<file path="src/rtl/comm_pkg.sv">
// -----------------------------------------------------------------------------
// comm_pkg
// Shared definitions for the UART transmit path: arbiter state encodings,
// the idle line byte presented to uart_tx, and the default lock timeout.
// No ports (package).
// -----------------------------------------------------------------------------
package comm_pkg;

  // Arbiter state encodings
  localparam logic [1:0] ARB_IDLE      = 2'd0;
  localparam logic [1:0] ARB_ISSUE     = 2'd1;
  localparam logic [1:0] ARB_GUARD     = 2'd2;
  localparam logic [1:0] ARB_WAIT_DONE = 2'd3;

  // Byte driven towards uart_tx while nothing has been issued
  localparam logic [7:0] TX_IDLE_BYTE = 8'hFF;

  // Cycles an owner may stall mid-packet before its lock is reclaimed
  localparam int DEFAULT_LOCK_TIMEOUT = 4096;

endpackage : comm_pkg

</file>
<file path="src/rtl/tx_arbiter_rr_pick.sv">
// -----------------------------------------------------------------------------
// rr_pick
// Purely combinational round-robin picker. Searches the request vector
// cyclically starting at ptr+1 and returns the first set index.
//
// Ports:
//   req     in  N_REQ   request vector
//   ptr     in  IDX_W   index of the previous winner
//   winner  out N_REQ   one-hot winner (all zero when nothing requested)
//   idx     out IDX_W   binary index of the winner
//   found   out 1       at least one request present
// -----------------------------------------------------------------------------
module rr_pick #(
  parameter int N_REQ = 2,
  parameter int IDX_W = $clog2(N_REQ)
) (
  input  logic [N_REQ-1:0] req,
  input  logic [IDX_W-1:0] ptr,
  output logic [N_REQ-1:0] winner,
  output logic [IDX_W-1:0] idx,
  output logic             found
);

  // NOTE: every output gets a default before the search loop, so no path
  // through the block leaves a value unassigned and no latch is inferred.
  always_comb begin
    int cand;
    winner = '0;
    idx    = '0;
    found  = 1'b0;
    cand   = 0;
    // Offsets 1..N_REQ visit every index once, ending on ptr itself, so the
    // previous winner is considered last.
    for (int k = 1; k <= N_REQ; k++) begin
      cand = int'(ptr) + k;
      if (cand >= N_REQ) cand = cand - N_REQ;
      if (!found && req[cand[IDX_W-1:0]]) begin
        found                    = 1'b1;
        winner[cand[IDX_W-1:0]] = 1'b1;
        idx                      = cand[IDX_W-1:0];
      end
    end
  end

endmodule : rr_pick

</file>
<file path="src/rtl/tx_arbiter.sv">
// -----------------------------------------------------------------------------
// tx_arbiter
// Shares one uart_tx byte transmitter between N_REQ byte-stream requesters.
// Round-robin arbitration with packet lock: the owner keeps the transmitter
// until its byte flagged last has been sent, or until it stalls mid-packet
// for LOCK_TIMEOUT cycles, in which case the lock is reclaimed.
//
// Ports:
//   clk            in   1        system clock
//   rst            in   1        asynchronous active-high reset
//   req_valid      in   N_REQ    requester i has a byte on its req_data slice
//   req_data       in   8*N_REQ  byte of requester i at [8*i +: 8]
//   req_last       in   N_REQ    byte of requester i ends its packet
//   req_ready      out  N_REQ    one-cycle pulse: byte of requester i accepted
//   grant          out  N_REQ    one-hot current owner, zero when no owner
//   timeout        out  1        one-cycle pulse on forced lock release
//   tx_data        out  8        byte to uart_tx
//   tx_data_ready  out  1        one-cycle start strobe to uart_tx
//   tx_done        in   1        uart_tx idle/finished (high when idle)
// -----------------------------------------------------------------------------
module tx_arbiter
  import comm_pkg::*;
#(
  parameter int N_REQ        = 2,
  parameter int LOCK_TIMEOUT = DEFAULT_LOCK_TIMEOUT,
  parameter int TO_W         = $clog2(LOCK_TIMEOUT + 1)
) (
  input  logic               clk,
  input  logic               rst,
  input  logic [N_REQ-1:0]   req_valid,
  input  logic [8*N_REQ-1:0] req_data,
  input  logic [N_REQ-1:0]   req_last,
  output logic [N_REQ-1:0]   req_ready,
  output logic [N_REQ-1:0]   grant,
  output logic               timeout,
  output logic [7:0]         tx_data,
  output logic               tx_data_ready,
  input  logic               tx_done
);

  localparam int              IDX_W    = $clog2(N_REQ);
  localparam logic [TO_W-1:0] TO_LIMIT = TO_W'(LOCK_TIMEOUT);

  logic [1:0]       state_q, state_d;
  logic [IDX_W-1:0] ptr_q, ptr_d;
  logic [IDX_W-1:0] owner_q, owner_d;
  logic             last_q, last_d;
  logic [TO_W-1:0]  to_cnt_q, to_cnt_d;

  logic [N_REQ-1:0] grant_d, req_ready_d;
  logic [7:0]       tx_data_d;
  logic             tx_data_ready_d, timeout_d;

  logic [N_REQ-1:0] pick_winner;
  logic [IDX_W-1:0] pick_idx;
  logic             pick_found;

  logic [7:0]       data_arr [N_REQ];
  logic             owner_valid, owner_last;
  logic [7:0]       owner_data;
  logic [TO_W-1:0]  to_inc;
  logic             to_expire;

  rr_pick #(
    .N_REQ (N_REQ),
    .IDX_W (IDX_W)
  ) u_rr_pick (
    .req    (req_valid),
    .ptr    (ptr_q),
    .winner (pick_winner),
    .idx    (pick_idx),
    .found  (pick_found)
  );

  always_comb begin
    for (int i = 0; i < N_REQ; i++) data_arr[i] = req_data[8*i +: 8];
  end

  assign owner_valid = req_valid[owner_q];
  assign owner_last  = req_last[owner_q];
  assign owner_data  = data_arr[owner_q];

  // Saturating stall counter; expiry is judged on the incremented value so the
  // release happens on the LOCK_TIMEOUT-th stalled ISSUE cycle.
  assign to_inc    = (to_cnt_q == TO_LIMIT) ? to_cnt_q : to_cnt_q + TO_W'(1);
  assign to_expire = (to_inc == TO_LIMIT);

  // State and output registers. Reset mid-byte simply drops the byte: the
  // pulse registers clear, so the requester never sees req_ready for it.
  // NOTE: non-blocking assignments here so every register samples the values
  // from before the edge, independent of statement order.
  always_ff @(posedge clk or posedge rst) begin
    if (rst) begin
      state_q       <= ARB_IDLE;
      ptr_q         <= IDX_W'(N_REQ - 1);
      owner_q       <= '0;
      last_q        <= 1'b0;
      to_cnt_q      <= '0;
      grant         <= '0;
      req_ready     <= '0;
      timeout       <= 1'b0;
      tx_data       <= TX_IDLE_BYTE;
      tx_data_ready <= 1'b0;
    end else begin
      state_q       <= state_d;
      ptr_q         <= ptr_d;
      owner_q       <= owner_d;
      last_q        <= last_d;
      to_cnt_q      <= to_cnt_d;
      grant         <= grant_d;
      req_ready     <= req_ready_d;
      timeout       <= timeout_d;
      tx_data       <= tx_data_d;
      tx_data_ready <= tx_data_ready_d;
    end
  end

  // Next-state logic
  always_comb begin
    state_d = state_q;
    case (state_q)
      ARB_IDLE:      if (pick_found) state_d = ARB_ISSUE;
      ARB_ISSUE: begin
        if (tx_done && owner_valid)      state_d = ARB_GUARD;
        else if (!owner_valid && to_expire) state_d = ARB_IDLE;
      end
      // uart_tx only drops tx_done the cycle after it samples the strobe, so
      // tx_done is not trusted during this one cycle.
      ARB_GUARD:     state_d = ARB_WAIT_DONE;
      ARB_WAIT_DONE: if (tx_done) state_d = last_q ? ARB_IDLE : ARB_ISSUE;
      default:       state_d = ARB_IDLE;
    endcase
  end

  // Next values of the registered outputs and datapath state
  always_comb begin
    ptr_d           = ptr_q;
    owner_d         = owner_q;
    last_d          = last_q;
    to_cnt_d        = to_cnt_q;
    grant_d         = grant;
    tx_data_d       = tx_data;
    req_ready_d     = '0;
    tx_data_ready_d = 1'b0;
    timeout_d       = 1'b0;
    case (state_q)
      ARB_IDLE: begin
        if (pick_found) begin
          grant_d  = pick_winner;
          ptr_d    = pick_idx;
          owner_d  = pick_idx;
          to_cnt_d = '0;
        end
      end
      ARB_ISSUE: begin
        if (tx_done && owner_valid) begin
          tx_data_d       = owner_data;
          tx_data_ready_d = 1'b1;
          req_ready_d     = grant;  // grant is the owner's one-hot
          last_d          = owner_last;
          to_cnt_d        = '0;
        end else if (!owner_valid) begin
          to_cnt_d = to_inc;
          if (to_expire) begin
            grant_d   = '0;
            timeout_d = 1'b1;
          end
        end
      end
      ARB_WAIT_DONE: begin
        if (tx_done && last_q) grant_d = '0;
      end
      default: ;
    endcase
  end

endmodule : tx_arbiter

</file>
<file path="config.mk">
export PLATFORM = sky130hd
export DESIGN_NAME = tx_arbiter
export DESIGN_NICKNAME = d
export VERILOG_FILES = /design/src/rtl/comm_pkg.sv /design/src/rtl/tx_arbiter_rr_pick.sv /design/src/rtl/tx_arbiter.sv
export SDC_FILE = /design/constraint.sdc
export NUM_CORES = 1
export LEC_CHECK = 0
export BUFFER_PORTS_ARGS = -buffer_cell sky130_fd_sc_hd__clkbuf_2
export CORE_MARGIN = 5
export CORE_UTILIZATION = 25
export DETAILED_ROUTE_END_ITERATION = 6
export REMOVE_ABC_BUFFERS = 1
export SLEW_MARGIN = 10
export SYNTH_ARGS = -nofsm -noshare
export SYNTH_HDL_FRONTEND = slang
export SYNTH_SLANG_ARGS = --single-unit
export TNS_END_PERCENT = 100
</file>
<file path="constraint.sdc">
create_clock -name clk -period 1.92 [get_ports clk]
set_input_delay 0.096 -clock clk [delete_from_list [all_inputs] [get_ports clk]]
set_output_delay 0.096 -clock clk [all_outputs]
set_load 0.05 [all_outputs]
</file>
==> impl_metrics.py <==
metrics = {
    "finish": {
        "drive_gt1_share_pct": 41.51,
        "nFillCells": 758,
        "multi_input_area_sq_um": 1021,
        "final_net_count": 289,
        "seqCellArea_sq_um": 817.0,
        "final_cell_mix": "clkbuf_2, buf_4, nand2_1, dfrtp_1, o21ai_0",
        "instances_no_fill": 364,
        "n_antenna_cell": 0,
        "syn2layout_area_growth_pct": 41.43,
        "layout_commonest_cell": "clkbuf_2",
    },
    "setup_path": {
        "ff2ff_setup_slack_ns": -0.05,
        "crit_path_end_kind": "flip-flop",
        "crit_type": "reg -> reg",
        "cp_data_arrival_time_ns": 2.13,
        "crit_slowest_cell": "dfrtp_2",
        "critical-path-max-stage-delay_ns": 0.43,
        "crit_fanout": 6,
        "start_kind": "flip-flop",
        "crit_chain": "buf_6 -> nand3_4 -> nor3_1 -> xnor2_1 -> nand4_1 -> nor4b_4 -> o211ai_1",
        "required_ns": 2.08,
    },
    "clock_tree": {
        "clock_latency_ns": 0.28,
        "cts-root-buf": "clkbuf_8",
        "cts_tree": "yes",
        "cts_made_buffers": 5,
        "clk_pin_slew_worst_paths_ns": 0.07,
        "cts.path.max_buffers": 2,
        "ctsHtreeMaxLevel": 2,
        "cts.sinks": 32,
    },
    "yosys": {
        "synth_xor_area_share_pct": 1.950,
        "synthDistinctLibCells": 40,
        "ys_seq_area_share_pct": 45.19,
        "ys_ff_latch": 32,
        "synth_area_sq_um": 1797,
        "yosys.area_share.adder_pct": 1.393,
        "synth-simple-area-share_pct": 22.28,
        "muxShareOfSynthArea_pct": 6.825,
        "ys_warn_count": 0,
        "synth_top_family_by_area": "simple AND/OR/NAND/NOR gates",
        "syn_area_per_cell_sq_um": 9.120,
        "synth_compound_area_share_pct": 18.52,
        "syn_inst": 197,
    },
    "route": {
        "antenna_left": 0,
        "post-route-drc-count": 0,
        "wl_per_cell_um": 12.57,
        "dr.pass1.iters": 4,
        "initialDrtViolationCount": 44,
        "vias_per_cell": 4.615,
        "vias": 1680,
        "wl_um": 4577,
    },
    "global_routing": {
        "grt_max_degree": 33,
        "grt_overflow": 0,
        "grt_pass1_wl_um": 7307,
        "grtUsageTotal_pct": 10.24,
        "grt_pass1_vias": 1542,
        "antenna_found_initial": 0,
    },
    "floorplanning": {
        "start_util_pct": 25.18,
        "die_y_um": 94.78,
        "die-width_um": 94.78,
        "ios": 37,
        "die-area_sq_um": 8982,
        "rows": 31,
        "placeableCoreArea_sq_um": 7137,
    },
    "pwr": {
        "p_per_area_nw_per_um2": 1369,
        "p_leak_nw": 1.134,
        "ir_worst_vdd_v": 0.0003492,
    },
    "placement": {
        "dp_hpwl_um": 3421,
        "placedCellCount": 353,
        "port_buffers": 36,
        "place_ws_ns": -0.1111,
        "gp_congestion": 0.8388,
    },
    "timing": {
        "period_minus_slack_ns": 1.970,
        "finalHoldViolCount": 0,
        "final.setup_skew_ns": 0.008593,
        "fin_crit_sh_pct": 102.6,
        "setup_ws_ns": -0.05024,
        "tightest_slew_ns": 0.5861,
        "rsz0062_at_grt": "true",
        "setup_viol": 4,
        "fmax_ghz": 0.5076,
        "final_max_slew_viol_count": 0,
        "slew_headroom_pct": 60.63,
    },
    "outcome": {
        "violations": "setup timing",
        "status": "finished, violations left",
    },
    "hold_path": {
        "hold_path_class": "in -> reg",
    },
    "job": {
        "maxCapViolCount": 0,
    },
}
[what timing repair did]
item	in CTS	in global routing
endpoints found under the hold margin	23	0
pin swaps	4	7
setup buffers	2	1
gates resized for setup	9	20
endpoints found under the setup margin	4	9
hold buffers	1	0
[stage by stage]
step | TNS [ns] | cell area, sq um | total power [mW] | utilization [%] | hold WS [ns]
after CTS | -0.04928 | 2465 | 3.435 | 34.54 | 0.02173
after global placement | -0.1547 | 2287 | 2.716 | 32.05 | 0.1933
final | -0.1622 | 2541 | 3.479 | 35.61 | 0.02953
after floorplan | -0.5140 | 1758 | 2.234 | - | 0.1589
after global routing | -0.5697 | 2541 | 3.717 | 35.61 | 0.03934
after detailed placement | -0.3307 | 2287 | 2.736 | 32.05 | 0.1943
[flip-flops by register name, indices dropped and copies added (netlist names), named ones only]
name           count
timeout            1
tx_data_ready      1
ptr_q              1
to_cnt_q          13
state_q            1
owner_q            1
last_q             1
req_ready          2
grant              2
tx_data            8
[synth_stat cells]
cell       n  area [sq um]
nor2b_1    5         31.28
nand2_2    1         6.260
nand3_2    1         10.01
mux2i_1   10         100.1
nor2_1    15         56.30
or3_1      1         6.260
buf_2      4         20.02
dfrtp_1   23         575.6
a21oi_1   13         65.06
buf_1      1         3.750
nand2b_1   4         25.02
o41ai_1    1         8.760
nand3_1    7         35.03
xnor2_1    4         35.03
o31ai_1    6         45.04
and2_1     2         12.51
clkbuf_1   4         15.01
o21a_1     1         7.510
nand2_1   23         86.33
a221oi_1   1         8.760
nor4b_4    1         23.77
a311o_1    1         10.01
a311oi_4   1         26.28
mux2_2     2         22.52
a21o_1     2         15.01
dfstp_2    9         236.5
o211ai_1   2         15.01
or4_1      1         7.510
o21ai_0   18         90.09
a31oi_1    3         18.77
and3_1     3         18.77
inv_1      8         30.03
nor3_1     7         35.03
nor4b_1    1         8.760
a22oi_1    1         7.510
nor4_1     1         6.260
a32oi_1    1         8.760
o22ai_1    1         6.260
nand4_1    5         31.28
ha_1       2         25.02
[cell type report]
class | instances | area share [%]
multi-input combinational | 148 | 40.18
sequential | 32 | 32.15
timing repair buffer | 69 | 17.38
tap | 99 | 4.874
clock buffer | 6 | 2.856
clock inverter | 2 | 1.379
inverter | 8 | 1.182
[worst max-delay path, delay by kind of cell (launching register included)]
family          cells  cell delay, ns
compound gates      1            0.12
xor+xnor            1            0.18
flops               1            0.43
simple gates        4            0.98
buf+inv             1            0.13
[path summary, 6_finish.rpt]
check	startpoint	endpoint	cells past startpoint
min in group asynchronous	rst	to_cnt_q[8]	4
worst max-delay path	to_cnt_q[0]	grant[1]	7
worst min-delay path	req_valid[0]	ptr_q	2
worst min register to register	tx_data[6]	tx_data[6]	2
worst max register to register	to_cnt_q[0]	grant[1]	7
max in group asynchronous	rst	ptr_q	4
[where the power goes]
group / internal, mW / switching [mW] / total (mW)
sequential: 0.939 / 0.194 / 1.13
combinational: 0.638 / 1.07 / 1.71
clock: 0.385 / 0.256 / 0.641
total: 1.96 / 1.52 / 3.48
[logic make-up (layout without fill, tap and decap cells)]
group | after synthesis | count (layout)
XOR/XNOR | 4 | 4
adder cells (fa/ha/maj) | 2 | 2
flip-flops | 32 | 32
AND/OR/NAND/NOR | 78 | 78
buffers and inverters | 17 | 85
multiplexers | 12 | 12
AO/OA/AOI/OAI | 52 | 52
[routing by layer]
layer  GRT usage [%]  wire, um  share of wire [%]
met4           3.245        19               0.42
met3           2.311       212                4.6
met2           17.85      2243                 49
met5               0         0                  0
met1           12.46      2101                 46
Note: power is estimated with default switching activity, not from simulation.
